===== src/rtl/sys_ctrl_pkg.sv =====
// Shared definitions for the REF_CLK command sequencer: command bytes,
// FSM states and the fixed RegFile slots that hold the ALU operands.
package sys_pkg;

    localparam logic [7:0] CMD_RF_WR     = 8'hAA;
    localparam logic [7:0] CMD_RF_RD     = 8'hBB;
    localparam logic [7:0] CMD_ALU_W_OP  = 8'hCC;
    localparam logic [7:0] CMD_ALU_NO_OP = 8'hDD;

    localparam logic [3:0] OPA_ADDR = 4'h0;
    localparam logic [3:0] OPB_ADDR = 4'h1;

    typedef enum logic [3:0] {
        IDLE,
        WR_ADDR,
        WR_DATA,
        RD_ADDR,
        RD_WAIT,
        OPA,
        OPB,
        ALU_FUNC,
        ALU_WAIT,
        TX_LO,
        TX_HI
    } state_t;

    // States that are waiting for the next byte of a frame from the host.
    function automatic logic is_frame_state(input state_t s);
        return s inside {WR_ADDR, WR_DATA, RD_ADDR, OPA, OPB, ALU_FUNC};
    endfunction

endpackage


===== src/rtl/sys_ctrl_if.sv =====
// Bus bundle between sys_ctrl (master) and the RX sync / RegFile / ALU /
// TX FIFO side (slave).
interface sys_ctrl_if #(
    parameter int unsigned DATA_WIDTH = 8,
    parameter int unsigned ADDR_WIDTH = 4,
    parameter int unsigned FUN_WIDTH  = 4
);
    logic [DATA_WIDTH-1:0]   RX_P_DATA;
    logic                    RX_D_VLD;
    logic [ADDR_WIDTH-1:0]   RF_ADDR;
    logic                    RF_WR_EN;
    logic                    RF_RD_EN;
    logic [DATA_WIDTH-1:0]   RF_WR_DATA;
    logic [DATA_WIDTH-1:0]   RF_RD_DATA;
    logic                    RF_RD_VLD;
    logic [FUN_WIDTH-1:0]    ALU_FUN;
    logic                    ALU_EN;
    logic                    ALU_CLK_EN;
    logic [2*DATA_WIDTH-1:0] ALU_OUT;
    logic                    ALU_OUT_VLD;
    logic [DATA_WIDTH-1:0]   TX_WR_DATA;
    logic                    TX_WR_INC;
    logic                    TX_FIFO_FULL;

    modport master (
        input  RX_P_DATA, RX_D_VLD, RF_RD_DATA, RF_RD_VLD,
               ALU_OUT, ALU_OUT_VLD, TX_FIFO_FULL,
        output RF_ADDR, RF_WR_EN, RF_RD_EN, RF_WR_DATA,
               ALU_FUN, ALU_EN, ALU_CLK_EN, TX_WR_DATA, TX_WR_INC
    );

    modport slave (
        output RX_P_DATA, RX_D_VLD, RF_RD_DATA, RF_RD_VLD,
               ALU_OUT, ALU_OUT_VLD, TX_FIFO_FULL,
        input  RF_ADDR, RF_WR_EN, RF_RD_EN, RF_WR_DATA,
               ALU_FUN, ALU_EN, ALU_CLK_EN, TX_WR_DATA, TX_WR_INC
    );

endinterface


===== src/rtl/sys_ctrl.sv =====
// UART command sequencer: decodes RX bytes into RegFile/ALU operations and
// pushes responses to the TX FIFO. SYS_CTRL_FRAME_TIMEOUT_EN enables the frame timeout.
module sys_ctrl
    import sys_pkg::*;
#(
    parameter int unsigned DATA_WIDTH  = 8,
    parameter int unsigned ADDR_WIDTH  = 4,
    parameter int unsigned FUN_WIDTH   = 4,
    parameter int unsigned TIMEOUT_CYC = 1_000_000
) (
    input  logic        REF_CLK,
    input  logic        RST_N,
    sys_ctrl_if.master  bus
);

    state_t                  state;
    logic [ADDR_WIDTH-1:0]   wr_addr_q;
    logic [2*DATA_WIDTH-1:0] rsp_q;
    logic                    rsp_two_q;

    logic [ADDR_WIDTH-1:0]   rf_addr_q;
    logic                    rf_wr_en_q;
    logic                    rf_rd_en_q;
    logic [DATA_WIDTH-1:0]   rf_wr_data_q;
    logic [FUN_WIDTH-1:0]    alu_fun_q;
    logic                    alu_en_q;
    logic                    alu_clk_en_q;
    logic [DATA_WIDTH-1:0]   tx_wr_data_q;
    logic                    tx_wr_inc_q;

    logic                    timeout;

`ifdef SYS_CTRL_FRAME_TIMEOUT_EN
    localparam int unsigned TO_W = $clog2(TIMEOUT_CYC + 1);
    logic [TO_W-1:0] to_cnt;

    assign timeout = is_frame_state(state) && !bus.RX_D_VLD &&
                     (to_cnt == TO_W'(TIMEOUT_CYC - 1));

    always_ff @(posedge REF_CLK or negedge RST_N) begin
        if (!RST_N)
            to_cnt <= '0;
        else if (!is_frame_state(state) || bus.RX_D_VLD || timeout)
            to_cnt <= '0;
        else
            to_cnt <= to_cnt + 1'b1;
    end
`else
    assign timeout = 1'b0;
`endif

    always_ff @(posedge REF_CLK or negedge RST_N) begin
        if (!RST_N) begin
            state        <= IDLE;
            wr_addr_q    <= '0;
            rsp_q        <= '0;
            rsp_two_q    <= 1'b0;
            rf_addr_q    <= '0;
            rf_wr_en_q   <= 1'b0;
            rf_rd_en_q   <= 1'b0;
            rf_wr_data_q <= '0;
            alu_fun_q    <= '0;
            alu_en_q     <= 1'b0;
            alu_clk_en_q <= 1'b0;
            tx_wr_data_q <= '0;
            tx_wr_inc_q  <= 1'b0;
        end else begin
            rf_wr_en_q  <= 1'b0;
            rf_rd_en_q  <= 1'b0;
            alu_en_q    <= 1'b0;
            tx_wr_inc_q <= 1'b0;

            if (timeout) begin
                state        <= IDLE;
                alu_clk_en_q <= 1'b0;
            end else begin
                case (state)
                    IDLE: if (bus.RX_D_VLD) begin
                        case (bus.RX_P_DATA)
                            CMD_RF_WR:     state <= WR_ADDR;
                            CMD_RF_RD:     state <= RD_ADDR;
                            CMD_ALU_W_OP:  state <= OPA;
                            CMD_ALU_NO_OP: begin
                                state        <= ALU_FUNC;
                                alu_clk_en_q <= 1'b1;
                            end
                            default:       state <= IDLE;
                        endcase
                    end
                    WR_ADDR: if (bus.RX_D_VLD) begin
                        wr_addr_q <= bus.RX_P_DATA[ADDR_WIDTH-1:0];
                        state     <= WR_DATA;
                    end
                    WR_DATA: if (bus.RX_D_VLD) begin
                        rf_wr_en_q   <= 1'b1;
                        rf_addr_q    <= wr_addr_q;
                        rf_wr_data_q <= bus.RX_P_DATA;
                        state        <= IDLE;
                    end
                    RD_ADDR: if (bus.RX_D_VLD) begin
                        rf_rd_en_q <= 1'b1;
                        rf_addr_q  <= bus.RX_P_DATA[ADDR_WIDTH-1:0];
                        state      <= RD_WAIT;
                    end
                    RD_WAIT: if (bus.RF_RD_VLD) begin
                        rsp_q     <= {{DATA_WIDTH{1'b0}}, bus.RF_RD_DATA};
                        rsp_two_q <= 1'b0;
                        state     <= TX_LO;
                    end
                    OPA: if (bus.RX_D_VLD) begin
                        rf_wr_en_q   <= 1'b1;
                        rf_addr_q    <= ADDR_WIDTH'(OPA_ADDR);
                        rf_wr_data_q <= bus.RX_P_DATA;
                        state        <= OPB;
                    end
                    OPB: if (bus.RX_D_VLD) begin
                        rf_wr_en_q   <= 1'b1;
                        rf_addr_q    <= ADDR_WIDTH'(OPB_ADDR);
                        rf_wr_data_q <= bus.RX_P_DATA;
                        alu_clk_en_q <= 1'b1;
                        state        <= ALU_FUNC;
                    end
                    ALU_FUNC: if (bus.RX_D_VLD) begin
                        alu_fun_q <= bus.RX_P_DATA[FUN_WIDTH-1:0];
                        alu_en_q  <= 1'b1;
                        state     <= ALU_WAIT;
                    end
                    ALU_WAIT: if (bus.ALU_OUT_VLD) begin
                        rsp_q        <= bus.ALU_OUT;
                        rsp_two_q    <= 1'b1;
                        alu_clk_en_q <= 1'b0;
                        state        <= TX_LO;
                    end
                    // A full FIFO simply holds the TX state; rsp_q is untouched until popped out.
                    TX_LO: if (!bus.TX_FIFO_FULL) begin
                        tx_wr_data_q <= rsp_q[DATA_WIDTH-1:0];
                        tx_wr_inc_q  <= 1'b1;
                        state        <= rsp_two_q ? TX_HI : IDLE;
                    end
                    TX_HI: if (!bus.TX_FIFO_FULL) begin
                        tx_wr_data_q <= rsp_q[2*DATA_WIDTH-1:DATA_WIDTH];
                        tx_wr_inc_q  <= 1'b1;
                        state        <= IDLE;
                    end
                    default: state <= IDLE;
                endcase
            end
        end
    end

    assign bus.RF_ADDR    = rf_addr_q;
    assign bus.RF_WR_EN   = rf_wr_en_q;
    assign bus.RF_RD_EN   = rf_rd_en_q;
    assign bus.RF_WR_DATA = rf_wr_data_q;
    assign bus.ALU_FUN    = alu_fun_q;
    assign bus.ALU_EN     = alu_en_q;
    assign bus.ALU_CLK_EN = alu_clk_en_q;
    assign bus.TX_WR_DATA = tx_wr_data_q;
    assign bus.TX_WR_INC  = tx_wr_inc_q;

endmodule


===== src/flat_wrapper.sv =====
// flat-port wrapper written by rule: the top's interface ports become plain ports
module sys_ctrl_flat import sys_pkg::*;
#(
    parameter int unsigned DATA_WIDTH  = 8,
    parameter int unsigned ADDR_WIDTH  = 4,
    parameter int unsigned FUN_WIDTH   = 4,
    parameter int unsigned TIMEOUT_CYC = 1_000_000
)
  (REF_CLK, RST_N, bus_RX_P_DATA, bus_RX_D_VLD, bus_RF_RD_DATA, bus_RF_RD_VLD, bus_ALU_OUT, bus_ALU_OUT_VLD, bus_TX_FIFO_FULL, bus_RF_ADDR, bus_RF_WR_EN, bus_RF_RD_EN, bus_RF_WR_DATA, bus_ALU_FUN, bus_ALU_EN, bus_ALU_CLK_EN, bus_TX_WR_DATA, bus_TX_WR_INC);
  sys_ctrl_if #(.DATA_WIDTH(DATA_WIDTH), .ADDR_WIDTH(ADDR_WIDTH), .FUN_WIDTH(FUN_WIDTH)) bus_i ();
  input  logic REF_CLK;
  input  logic RST_N;
  input wire logic [$bits(bus_i.RX_P_DATA)-1:0] bus_RX_P_DATA;
  input wire logic [$bits(bus_i.RX_D_VLD)-1:0] bus_RX_D_VLD;
  input wire logic [$bits(bus_i.RF_RD_DATA)-1:0] bus_RF_RD_DATA;
  input wire logic [$bits(bus_i.RF_RD_VLD)-1:0] bus_RF_RD_VLD;
  input wire logic [$bits(bus_i.ALU_OUT)-1:0] bus_ALU_OUT;
  input wire logic [$bits(bus_i.ALU_OUT_VLD)-1:0] bus_ALU_OUT_VLD;
  input wire logic [$bits(bus_i.TX_FIFO_FULL)-1:0] bus_TX_FIFO_FULL;
  output wire logic [$bits(bus_i.RF_ADDR)-1:0] bus_RF_ADDR;
  output wire logic [$bits(bus_i.RF_WR_EN)-1:0] bus_RF_WR_EN;
  output wire logic [$bits(bus_i.RF_RD_EN)-1:0] bus_RF_RD_EN;
  output wire logic [$bits(bus_i.RF_WR_DATA)-1:0] bus_RF_WR_DATA;
  output wire logic [$bits(bus_i.ALU_FUN)-1:0] bus_ALU_FUN;
  output wire logic [$bits(bus_i.ALU_EN)-1:0] bus_ALU_EN;
  output wire logic [$bits(bus_i.ALU_CLK_EN)-1:0] bus_ALU_CLK_EN;
  output wire logic [$bits(bus_i.TX_WR_DATA)-1:0] bus_TX_WR_DATA;
  output wire logic [$bits(bus_i.TX_WR_INC)-1:0] bus_TX_WR_INC;
  assign bus_i.RX_P_DATA = bus_RX_P_DATA;
  assign bus_i.RX_D_VLD = bus_RX_D_VLD;
  assign bus_i.RF_RD_DATA = bus_RF_RD_DATA;
  assign bus_i.RF_RD_VLD = bus_RF_RD_VLD;
  assign bus_i.ALU_OUT = bus_ALU_OUT;
  assign bus_i.ALU_OUT_VLD = bus_ALU_OUT_VLD;
  assign bus_i.TX_FIFO_FULL = bus_TX_FIFO_FULL;
  assign bus_RF_ADDR = bus_i.RF_ADDR;
  assign bus_RF_WR_EN = bus_i.RF_WR_EN;
  assign bus_RF_RD_EN = bus_i.RF_RD_EN;
  assign bus_RF_WR_DATA = bus_i.RF_WR_DATA;
  assign bus_ALU_FUN = bus_i.ALU_FUN;
  assign bus_ALU_EN = bus_i.ALU_EN;
  assign bus_ALU_CLK_EN = bus_i.ALU_CLK_EN;
  assign bus_TX_WR_DATA = bus_i.TX_WR_DATA;
  assign bus_TX_WR_INC = bus_i.TX_WR_INC;
  sys_ctrl #(.DATA_WIDTH(DATA_WIDTH), .ADDR_WIDTH(ADDR_WIDTH), .FUN_WIDTH(FUN_WIDTH), .TIMEOUT_CYC(TIMEOUT_CYC)) u_core (.REF_CLK(REF_CLK), .RST_N(RST_N), .bus(bus_i));
endmodule

===== config.mk =====
export PLATFORM = sky130hd
export DESIGN_NAME = sys_ctrl_flat
export DESIGN_NICKNAME = d
export VERILOG_FILES = /design/src/rtl/sys_ctrl_pkg.sv /design/src/rtl/sys_ctrl_if.sv /design/src/rtl/sys_ctrl.sv /design/src/flat_wrapper.sv
export SDC_FILE = /design/constraint.sdc
export NUM_CORES = 1
export LEC_CHECK = 0
export ABC_AREA = 1
export ABC_CLOCK_PERIOD_IN_PS = 2240
export BUFFER_PORTS_ARGS = -buffer_cell sky130_fd_sc_hd__buf_2
export CAP_MARGIN = 0
export CELL_PAD_IN_SITES_DETAIL_PLACEMENT = 0
export CELL_PAD_IN_SITES_GLOBAL_PLACEMENT = 1
export CORE_MARGIN = 2
export CORE_UTILIZATION = 30
export CTS_BUF_LIST = sky130_fd_sc_hd__clkbuf_8
export DETAILED_ROUTE_END_ITERATION = 8
export MAX_ROUTING_LAYER = met4
export PLACE_DENSITY_LB_ADDON = 0.1
export RECOVER_POWER = 50
export SLEW_MARGIN = 20
export SYNTH_ARGS = -nofsm -noshare
export SYNTH_HDL_FRONTEND = slang
export SYNTH_SLANG_ARGS = --single-unit
export TNS_END_PERCENT = 1

===== constraint.sdc =====
create_clock -name REF_CLK -period 2.24 [get_ports REF_CLK]
set_input_delay 0.224 -clock REF_CLK [delete_from_list [all_inputs] [get_ports REF_CLK]]
set_output_delay 0.224 -clock REF_CLK [all_outputs]
set_load 0.05 [all_outputs]

### Yosys cells after proc, flatten, opt, wreduce, memory -nomap -nowiden

Index checks and enable logic that the tools add are counted.

* input bits: 38
* output and inout port bits: 29
* register bits: 54

* multiplexer cells: 38
* eq/ne operators: 26
* reduce and logical (&&, ||, !) cells: 15

Operators by type and width (count)
* 4-bit 2-to-1 mux: 15
* 4-bit one-hot mux with 11 select lines: 1
* 8-bit equality test, second input constant: 4
* 16-bit 2-to-1 mux: 2
* 16-bit one-hot mux with 2 select lines: 1
* 2-bit != test, second input constant: 12
* 4-bit by 3-bit equality test with 1-bit output, second input constant: 4
* 8-bit 2-to-1 mux: 2
* 4-bit one-hot mux with 4 select lines: 1
* 8-bit one-hot mux with 2 select lines: 1
* 4-bit equality test, second input constant: 3
* 1-bit 2-to-1 mux: 12
* 3-bit one-hot mux with 4 select lines: 1
* 11-bit AND reduction: 1
* 5-bit AND reduction: 2
* 4-bit by 2-bit equality test with 1-bit output, second input constant: 2
* 2-bit AND reduction: 3
* 3-bit AND reduction: 2
* 4-bit by 1-bit equality test with 1-bit output, second input constant: 1
* 4-bit logical NOT: 1
* 2-bit nonzero test: 2
* 4-bit nonzero test: 1
* 1-bit one-hot mux with 3 select lines: 1
* 3-bit nonzero test: 1
* other kinds (3): 3

### Depth between registers and ports, before layout

Gate-level depths: netlist (run 1).

* depth after elaboration: 4
* gate-level depth with buffers: 9
* depth with buffers taken out: 9

### Least setup slack after synthesis (run 1)

OpenSTA, ideal clock, no wires.

* path type: register to register
* start point: register u_core.state[1]
* end point: register u_core.rsp_q[15]
* path buffers: 1
* stages on the path, launching flop included: 8
* period minus slack after synthesis: 1527 ps
* setup slack: 713 ps
* data required time: 2106 ps
* arrival time: 1393 ps
* path through: dfrtp_1 nor2_2 nand2_2 nand2_2 nand3_4 buf_4 nand2_1 o21ai_0

* longest elaborated chain between the ends: 3
* elaborated cells on any way between the ends: 7

RTL lines
* start, declared: line sys_ctrl.sv:16 `state_t state;`
* start signal, assigned: line sys_ctrl.sv:138 `state <= rsp_two_q ? TX_HI : IDLE;`
* 4-bit equality test / 4-bit by 3-bit equality test with 1-bit output (equally long branches): line sys_ctrl.sv:77 `case (state)`
* 2-bit != test (no source line) / 2-bit nonzero test (equally long branches)
* 3-bit AND reduction (no source line)
* end signal, assigned: line sys_ctrl.sv:106 `rsp_q <= {{DATA_WIDTH{1'b0}}, bus.RF_RD_DATA};`
* end signal, assigned: line sys_ctrl.sv:129 `rsp_q <= bus.ALU_OUT;`
* end, declared: line sys_ctrl.sv:18 `logic [2*DATA_WIDTH-1:0] rsp_q;`

Several ways; a longest one is shown, not always the timed one.
A chain may end at the register's enable or synchronous reset.

### Worst setup path after layout (run 1)

* start point: register u_core.state[3]
* end point: register u_core.rsp_q[3]

Same word-level chain as after synthesis.

==> results_dict.tcl, run 1 <==
set metrics [dict create \
    met2_usage 0.227 \
    final_nets 452 \
    die_h_microns 98.3 \
    max_freq_mhz 559 \
    end_kind "register" \
    clockBufferDepth 2 \
    cp.arrival_ns 2.04 \
    post-dp-hpwl_mm 5.28 \
    numCtsBuffers 5 \
    placed_area_sq_um 3120 \
    run_status "complete, no violations" \
    clk_transition_reported_paths_ns 0.10 \
    synth.cell_area_sq_um 2670 \
    synth_cell_type_count 24 \
    p_total_mw 4.32 \
    htreeDepth 2 \
    cap_violations 0 \
    initial_utilization 0.308 \
    antenna_found_initial 0 \
    critical_path_required_ns 2.50 \
    multi_input_area_sq_um 1130 \
    final_util 0.370 \
    portBuffers 66 \
    regArea_sq_um 1350 \
    drc 0 \
    grtUsageTotal 0.157 \
    final_layout_size_suffix_gt1_frac 0.152 \
    rsz0062_at_grt "false" \
    slew_headroom 0.0810 \
    pre_cts_ws_ns 0.436 \
    cts_tree "built" \
    clock_skew_ns 0.00629 \
    drt_wl_total_mm 6.84 \
    fp.dieArea_sq_um 9670 \
    fp.dieW_microns 98.3 \
    ys_seq_elements 54 \
    tightest_slew_ns 1.38 \
    ir_worst_vdd_mv 0.633 \
    grt_max_degree 26 \
    holdBufCountCts 1 \
    grt_use_met1 0.224 \
    std_cell_rows 34 \
    period_minus_slack_ns 1.79 \
    synth-seq-area-share 0.506 \
    wl_per_cell_microns 13.1 \
    vias 2383 \
    layout_common_cells "124 x nand2_1, 54 x dfrtp_1, 37 x inv_1, 36 x buf_2, 32 x nand3_1" \
    drtAntennaViolNets 0 \
    drv_slew 0 \
    drtIter0Drc 94 \
    finalInstanceArea_sq_um 3210 \
    synth.avg_cell_area_sq_um 7.78 \
    insertedDiodeCount 0 \
    gp_congestion 0.834 \
    fillCellCount 977 \
    cts_setup_buffers 0 \
    syn_nets 381 \
    syn_to_final_growth_pct 20.2 \
    tns_ns 0 \
    cts-root-buf "clkbuf_8" \
    top_usage_layer "met2" \
    pin_count 67 \
    core-area_sq_um 8680 \
    drtPass1Iterations 4 \
    critPathKind "reg2reg" \
    cts_resized 0 \
    cp_max_fo 17 \
    setup_slack_ns 0.451 \
    holdCritPathClass "in2reg" \
    worst_setup_path_start_kind "register" \
    grt_use_met3 0.0336 \
    cts.sinks 54 \
    grt_pass1_vias 2424 \
    p_per_area_nw_per_um2 1350 \
    synth_warnings 0 \
    grt-ovfl-total 0 \
    power_leakage_nw 1.74 \
    mostFrequentLayoutCell "nand2_1" \
    clock_latency_ns 0.31 \
    setup_violations 0 \
    vias_per_cell 4.56 \
    final_hold_viol_count 0 \
    syn_inst 343 \
    grt_pass1_wl_mm 12.0 \
    finalCritPeriodShare 0.799 \
]
==> metrics by stage <==
step,hold WS (ns),instances
6_report,0.119,523
5_1_grt,0.137,523
4_1_cts,0.107,523
3_5_place_dp,0.264,514
3_3_place_gp,0.262,514
2_1_floorplan,-0.0716,343
==> worst paths after layout <==
| kind | from | to | slack, ns | depth (start not counted) |
|---|---|---|---|---|
| max | u_core.state[3] | u_core.rsp_q[3] | 0.45 | 8 |
| min | bus_RX_P_DATA[7] | u_core.bus.RF_WR_DATA[7] | 0.12 | 3 |
| max reg2reg | u_core.state[3] | u_core.rsp_q[3] | 0.45 | 8 |
| min reg2reg | u_core.bus.ALU_CLK_EN | u_core.bus.ALU_CLK_EN | 0.49 | 2 |
| max in group asynchronous | RST_N | u_core.bus.RF_ADDR[2] | 0.54 | 3 |
| min in group asynchronous | RST_N | u_core.bus.TX_WR_INC | 0.75 | 2 |
==> power breakdown <==
part / internal [mW] / switching (mW)
combinational: 0.502 / 1.52
clock: 0.336 / 0.338
sequential: 1.37 / 0.252
==> logic make-up after synthesis <==
family / after synthesis / synth area share
compound gates: 45 / 0.104
xor+xnor: 1 / 0.00328
buf+inv: 46 / 0.0708
flops: 54 / 0.506
simple gates: 197 / 0.316
==> cells in the mapped netlist, drive strengths merged <==
master	n	area [sq um]
dfrtp	54	1350
nand4	1	6.26
a31oi	8	50.1
inv	39	146
o21ai	27	135
buf	6	38.8
nor2	35	161
nand3	34	188
o2111ai	1	15.0
nand2	127	489
o211ai	8	60.1
xor2	1	8.76
a21oi	1	16.3
clkbuf	1	3.75
==> sequential cells by signal (all words and copies together), names as in the netlist <==
name and count:
u_core.bus.TX_WR_DATA 8, u_core.bus.RF_WR_EN 1, u_core.bus.RF_ADDR 4, u_core.bus.RF_RD_EN 1, u_core.bus.TX_WR_INC 1, u_core.rsp_two_q 1, u_core.bus.ALU_FUN 4, u_core.bus.RF_WR_DATA 8
u_core.rsp_q 16, u_core.bus.ALU_EN 1, u_core.wr_addr_q 4, u_core.state 4, u_core.bus.ALU_CLK_EN 1
==> routing by layer <==
layer | part of all wire | routed length [microns]
met1 | 0.52 | 3590
met2 | 0.43 | 2910
met3 | 0.040 | 276
met4 | 0.0098 | 67
met5 | 0 | 0
==> critical path, cell delays in order, from the launching register on <==
cell,delay [ns]
dfrtp_1,0.43
inv_1,0.12
nor2_4,0.34
nand2_2,0.12
nand2_2,0.13
nand3_4,0.20
inv_2,0.21
o211ai_1,0.11
nand2_1,0.07
==> layout make-up <==
type                    count  share of cell area
inverters                  39              0.0456
flip-flops and latches     54               0.421
repair buffers             71               0.104
multi-input cells         243               0.352
clock buffers               5              0.0215
clock inverters             3              0.0137
well taps                 108              0.0421
Note: power is estimated with default switching activity, not from simulation.
==> run 2, diff against run 1 <==
--- a/config.mk
+++ b/config.mk
@@ -6,7 +6,7 @@
 export NUM_CORES = 1
 export LEC_CHECK = 0
 export ABC_AREA = 1
-export ABC_CLOCK_PERIOD_IN_PS = 2240
+export ABC_CLOCK_PERIOD_IN_PS = 1600
 export BUFFER_PORTS_ARGS = -buffer_cell sky130_fd_sc_hd__buf_2
 export CAP_MARGIN = 0
 export CELL_PAD_IN_SITES_DETAIL_PLACEMENT = 0
==> constraint.sdc (replaced) <==
create_clock -name REF_CLK -period 1.6 [get_ports REF_CLK]
set_input_delay 0.16 -clock REF_CLK [delete_from_list [all_inputs] [get_ports REF_CLK]]
set_output_delay 0.16 -clock REF_CLK [all_outputs]
set_load 0.05 [all_outputs]
==> run 2 against run 1 <==
Compared with the run above: wire length fell by 1.3%; clock power rose by 28%; global-route usage fell by 0.39 points; setup slack got worse by 0.40 ns; flip-flop and latch count did not move; die area did not move.
==> results_dict.tcl, run 2 (synthesis gave the netlist of run 1 again) <==
set metrics [dict create \
    run_status "complete, no violations" \
    pwr-share-seq 0.360 \
    final_hold_viol_count 0 \
    place_inst 527 \
    portBuffers 66 \
    drtIter0Drc 99 \
    cts.sinks 54 \
    combPwrFrac 0.502 \
    p_clk_frac 0.138 \
    grtUsageTotal 0.153 \
    pre_cts_ws_ns -0.0896 \
    drtPass1Iterations 4 \
    antenna_found_initial 0 \
    initial_utilization 0.308 \
    tns_ns 0 \
    grt-ovfl-total 0 \
    final_nets 465 \
    top_usage_layer "met1" \
    final_util 0.392 \
    drt_wl_total_mm 6.75 \
    mostFrequentLayoutCell "nand2_1" \
    post-dp-hpwl_mm 5.05 \
    top_register "u_core.rsp_q" \
    period_minus_slack_ns 1.55 \
    drtAntennaViolNets 0 \
    p_total_mw 6.22 \
    syn_to_final_growth_pct 27.5 \
    pin_count 67 \
    vias_per_cell 4.48 \
    vias 2399 \
    gp_congestion 0.841 \
    tightest_slew_ns 0.765 \
    clockBufferDepth 2 \
    grt_pass1_vias 2392 \
    power_leakage_nw 1.91 \
    max_freq_mhz 646 \
    p_per_area_nw_per_um2 1830 \
    fp.dieW_microns 98.3 \
    grt_pass1_wl_mm 11.6 \
    fp.dieArea_sq_um 9670 \
    placed_area_sq_um 3260 \
    grt_max_degree 55 \
    cts_setup_buffers 0 \
    holdCritPathClass "in2reg" \
    numCtsBuffers 5 \
    swShare 0.479 \
    met2_usage 0.214 \
    cp_max_fo 7 \
    finalInstanceArea_sq_um 3400 \
    rsz0062_at_grt "true" \
    clock_skew_ns 0.0147 \
    ir_worst_vdd_mv 0.852 \
    wl_per_cell_microns 12.6 \
    std_cell_rows 34 \
    grt_use_met3 0.0251 \
    critPathKind "reg2reg" \
    insertedDiodeCount 0 \
    slew_headroom 0.490 \
    clock_latency_ns 0.31 \
    final_layout_size_suffix_gt1_frac 0.276 \
    layout_common_cells "123 x nand2_1, 66 x buf_2, 50 x dfrtp_1, 36 x inv_1, 30 x nand3_1" \
    fin_hold_ws_ns 0.0740 \
    drc 0 \
    end_kind "register" \
    die_h_microns 98.3 \
    setup_slack_ns 0.0514 \
    p_int_mw 3.24 \
    fillCellCount 976 \
    critical_path_required_ns 1.80 \
    drv_slew 0 \
    grt_use_met1 0.230 \
    htreeDepth 2 \
    clk_transition_reported_paths_ns 0.09 \
    largest_reg_flops 16 \
    setup_violations 0 \
    finalNonFillerCells 536 \
    cts-root-buf "clkbuf_8" \
    cp.arrival_ns 1.75 \
    cap_violations 0 \
    worst_setup_path_start_kind "register" \
    finalCritPeriodShare 0.968 \
    core-area_sq_um 8680 \
    p_sw_mw 2.98 \
    cts_tree "built" \
]
==> run 2: metal layers <==
layer / share of wire / vias up
li1: - / 1254
met4: 0.0070 / 0
met2: 0.42 / 59
met1: 0.53 / 1081
met5: 0 / -
met3: 0.044 / 5
==> run 2: final cells by class <==
class / count / area [sq um] / area share
multi-input combinational: 243 / 1170 / 0.343
tap: 108 / 135 / 0.0397
inverter: 39 / 146 / 0.0430
clock buffer: 7 / 96.3 / 0.0283
clock inverter: 1 / 8.76 / 0.00257
timing repair buffer: 84 / 493 / 0.145
sequential: 54 / 1360 / 0.399
==> run 2: worst paths after layout <==
kind,startpoint,to,slack (ns),cells past startpoint
worst max-delay path,u_core.state[1],u_core.bus.RF_ADDR[1],0.05,9
worst min-delay path,bus_RX_P_DATA[7],u_core.bus.RF_WR_DATA[7],0.07,3
worst max register to register,u_core.state[1],u_core.bus.RF_ADDR[1],0.05,9
worst min register to register,u_core.bus.RF_WR_DATA[7],u_core.bus.RF_WR_DATA[7],0.49,2
max in group asynchronous,RST_N,u_core.state[3],0.52,3
min in group asynchronous,RST_N,u_core.bus.TX_WR_DATA[1],0.52,3
==> run 2: power by group through the flow <==
stage	Clock, mW	Combinational [mW]	Sequential [mW]
after floorplan	0	1.31	3.15
after global placement	0	3.11	2.23
after detailed placement	0	3.10	2.25
after CTS	0.905	3.12	2.23
after global routing	0.957	3.46	2.32
final	0.859	3.12	2.24
==> run 2: critical path, cell delays in order (launching register included) <==
cell     delay [ns]
dfrtp_2        0.46
buf_4          0.17
nor2_4         0.19
nand2_2        0.13
nand2_1        0.07
nand2_1        0.07
nand3_2        0.13
inv_1          0.09
nand2_1        0.09
nand2_1        0.05
==> run 2: what timing repair did <==
| action | in CTS | in global routing |
|---|---|---|
| pin swaps | 0 | 1 |
| endpoints found under the hold margin | 54 | 0 |
| resized for setup | 3 | 12 |
| hold buffers | 1 | 0 |
| gates cloned | 0 | 0 |
| setup endpoints to repair | 15 | 45 |
==> run 3, diff against run 2 <==
--- a/config.mk
+++ b/config.mk
@@ -7,11 +7,11 @@
 export LEC_CHECK = 0
 export ABC_AREA = 1
 export ABC_CLOCK_PERIOD_IN_PS = 1600
-export BUFFER_PORTS_ARGS = -buffer_cell sky130_fd_sc_hd__buf_2
+export BUFFER_PORTS_ARGS = -buffer_cell sky130_fd_sc_hd__buf_4
 export CAP_MARGIN = 0
 export CELL_PAD_IN_SITES_DETAIL_PLACEMENT = 0
 export CELL_PAD_IN_SITES_GLOBAL_PLACEMENT = 1
-export CORE_MARGIN = 2
+export CORE_MARGIN = 5
 export CORE_UTILIZATION = 30
 export CTS_BUF_LIST = sky130_fd_sc_hd__clkbuf_8
 export DETAILED_ROUTE_END_ITERATION = 8
==> run 3 against run 2 <==
Compared with the run above: maximum frequency increased by 3.3%; flip-flop and latch count unchanged; cell count fell by 0.19%; critical endpoint unchanged.
==> results_dict.tcl, run 3 (synthesis gave the netlist of run 1 again) <==
set metrics [dict create \
    r2r_start "u_core.state[2]" \
    drt_wl_total_mm 7.18 \
    pin_count 67 \
    cts.sinks 54 \
    rsz0062_at_grt "true" \
    portBuffers 66 \
    setup_violations 0 \
    p_per_area_nw_per_um2 1830 \
    vias_per_cell 4.54 \
    drv_slew 0 \
    setup_slack_ns 0.101 \
    timing.rr.end "u_core.bus.RF_ADDR[1]" \
    tightest_slew_ns 1.06 \
    clk_transition_reported_paths_ns 0.10 \
    final_hold_viol_count 0 \
    critical_path_required_ns 1.80 \
    place_inst 523 \
    critical-path-max-stage-delay_ns 0.46 \
    finalInstanceArea_sq_um 3600 \
    mostFrequentLayoutCell "nand2_1" \
    combPwrFrac 0.513 \
    rr_worst_depth 9 \
    post-dp-hpwl_mm 5.44 \
    clock_skew_ns 0.0105 \
    cap_violations 0 \
    grt-ovfl-total 0 \
    clock_latency_ns 0.31 \
    crit_slowest_cell "dfrtp_2" \
    r2r_slack_ns 0.10 \
    cts_tree "built" \
    cp_max_fo 7 \
    fp.dieArea_sq_um 10900 \
    ir_worst_vdd_mv 1.17 \
    std_cell_rows 34 \
    p_sw_mw 3.06 \
    largest_reg_flops 16 \
    drc 0 \
    drtPass1Iterations 4 \
    cp_common_cell "nand2_1" \
    placed_area_sq_um 3420 \
    drtIter0Drc 78 \
    run_status "complete, no violations" \
    crit_family "simple AND/OR/NAND/NOR gates" \
    endpoint "u_core.bus.RF_ADDR[1]" \
    cts-root-buf "clkbuf_8" \
    gp_congestion 0.830 \
    clockBufferDepth 2 \
    cp.depth 9 \
    initial_utilization 0.308 \
    fillCellCount 903 \
    worst-path-buf-inv 1 \
    swShare 0.463 \
    finalNonFillerCells 535 \
    path_cells "inv_1 -> nor2_4 -> nand2_1 -> nand2_1 -> nor2_2 -> nand2_1 -> o21ai_0 -> nand2_1 -> nand2_1" \
    htreeDepth 2 \
    worst_setup_path_start_kind "register" \
    final_layout_size_suffix_gt1_frac 0.274 \
    numCtsBuffers 5 \
    drtAntennaViolNets 0 \
    final_nets 464 \
    setup.worst_path.start "u_core.state[2]" \
    critPathKind "reg2reg" \
    tns_ns 0 \
    die_h_microns 104 \
    syn_to_final_growth_pct 35.0 \
    antenna_found_initial 0 \
    p_clk_frac 0.144 \
    pre_cts_ws_ns -0.102 \
    finalCritPeriodShare 0.937 \
    cp.arrival_ns 1.70 \
    insertedDiodeCount 0 \
    top_register "u_core.rsp_q" \
    grt_max_degree 38 \
    wl_per_cell_microns 13.4 \
    period_minus_slack_ns 1.50 \
    core-area_sq_um 8680 \
    layout_common_cells "123 x nand2_1, 76 x buf_4, 50 x dfrtp_1, 36 x inv_1, 30 x nand3_1" \
    grt_pass1_wl_mm 12.3 \
    power_leakage_nw 1.97 \
    pwr-share-seq 0.343 \
    p_int_mw 3.55 \
    end_kind "register" \
    slew_headroom 0.290 \
    holdCritPathClass "in2reg" \
    max_freq_mhz 667 \
    fp.dieW_microns 104 \
    vias 2431 \
    grt_pass1_vias 2402 \
    grtUsageTotal 0.142 \
]
-- run 3: cell types whose count changed in the layout (fill, tap and decap cells not counted), sizes merged --
cell	before	now
buf	82	81
inv	39	40
clkbuf	8	6
bufinv	0	1
-- run 3: worst min-delay path by stage --
stage | startpoint | to | cells after the start
2_1_floorplan | RST_N | u_core.bus.ALU_CLK_EN | 0
3_3_place_gp | RST_N | u_core.bus.TX_WR_INC | 1
3_5_place_dp | RST_N | u_core.bus.TX_WR_INC | 1
4_1_cts | bus_RX_P_DATA[7] | u_core.bus.RF_WR_DATA[7] | 3
5_1_grt | bus_RX_P_DATA[7] | u_core.bus.RF_WR_DATA[7] | 3
6_report | bus_RX_P_DATA[7] | u_core.bus.RF_WR_DATA[7] | 3
-- run 3: power groups by stage --
stage | Combinational [mW] | Clock (mW) | Sequential (mW)
2_1_floorplan | 1.31 | 0 | 3.15
3_3_place_gp | 3.30 | 0 | 2.26
3_5_place_dp | 3.32 | 0 | 2.27
4_1_cts | 3.32 | 0.985 | 2.25
5_1_grt | 3.75 | 1.04 | 2.35
6_report | 3.39 | 0.950 | 2.27
-- run 3: per-stage QoR --
| step | utilization | power, mW | hold slack (ns) |
|---|---|---|---|
| floorplan | - | 4.46 | -0.136 |
| global placement | 0.394 | 5.56 | 0.0537 |
| detailed placement | 0.394 | 5.59 | 0.0506 |
| CTS | 0.409 | 6.56 | 0.0497 |
| global route | 0.415 | 7.14 | 0.0586 |
| finish | 0.415 | 6.60 | 0.0572 |
-- run 3: area by class of cell --
cell class | count | area, sq um | share of cell area
clock inverters | 3 | 43.8 | 0.0121
well taps | 108 | 135 | 0.0375
clock buffers | 5 | 68.8 | 0.0191
multi-input cells | 243 | 1170 | 0.325
flip-flops and latches | 54 | 1360 | 0.376
repair buffers | 83 | 684 | 0.190
inverters | 39 | 146 | 0.0406
-- run 3: timing repair --
item,in CTS,in global routing
pin swaps,0,3
buffers inserted,0,3
endpoints found under the setup margin,9,38
hold endpoints to repair,17,0
resized for setup,3,13
hold buffers,1,0
-- run 3: metal layers --
layer / global-route usage / routed length [microns] / vias to the layer above
li1: - / - / 1265
met1: 0.205 / 3690 / 1097
met2: 0.202 / 2990 / 61
met3: 0.0317 / 396 / 8
met4: 0.0333 / 98 / 0
met5: - / 0 / -
-- run 3: worst reg2reg max path: cells and delay by family, from the launching register on --
kind / cells / cell delay, ns
buf+inv: 1 / 0.09
simple gates: 7 / 0.76
compound gates: 1 / 0.09
flops: 1 / 0.46
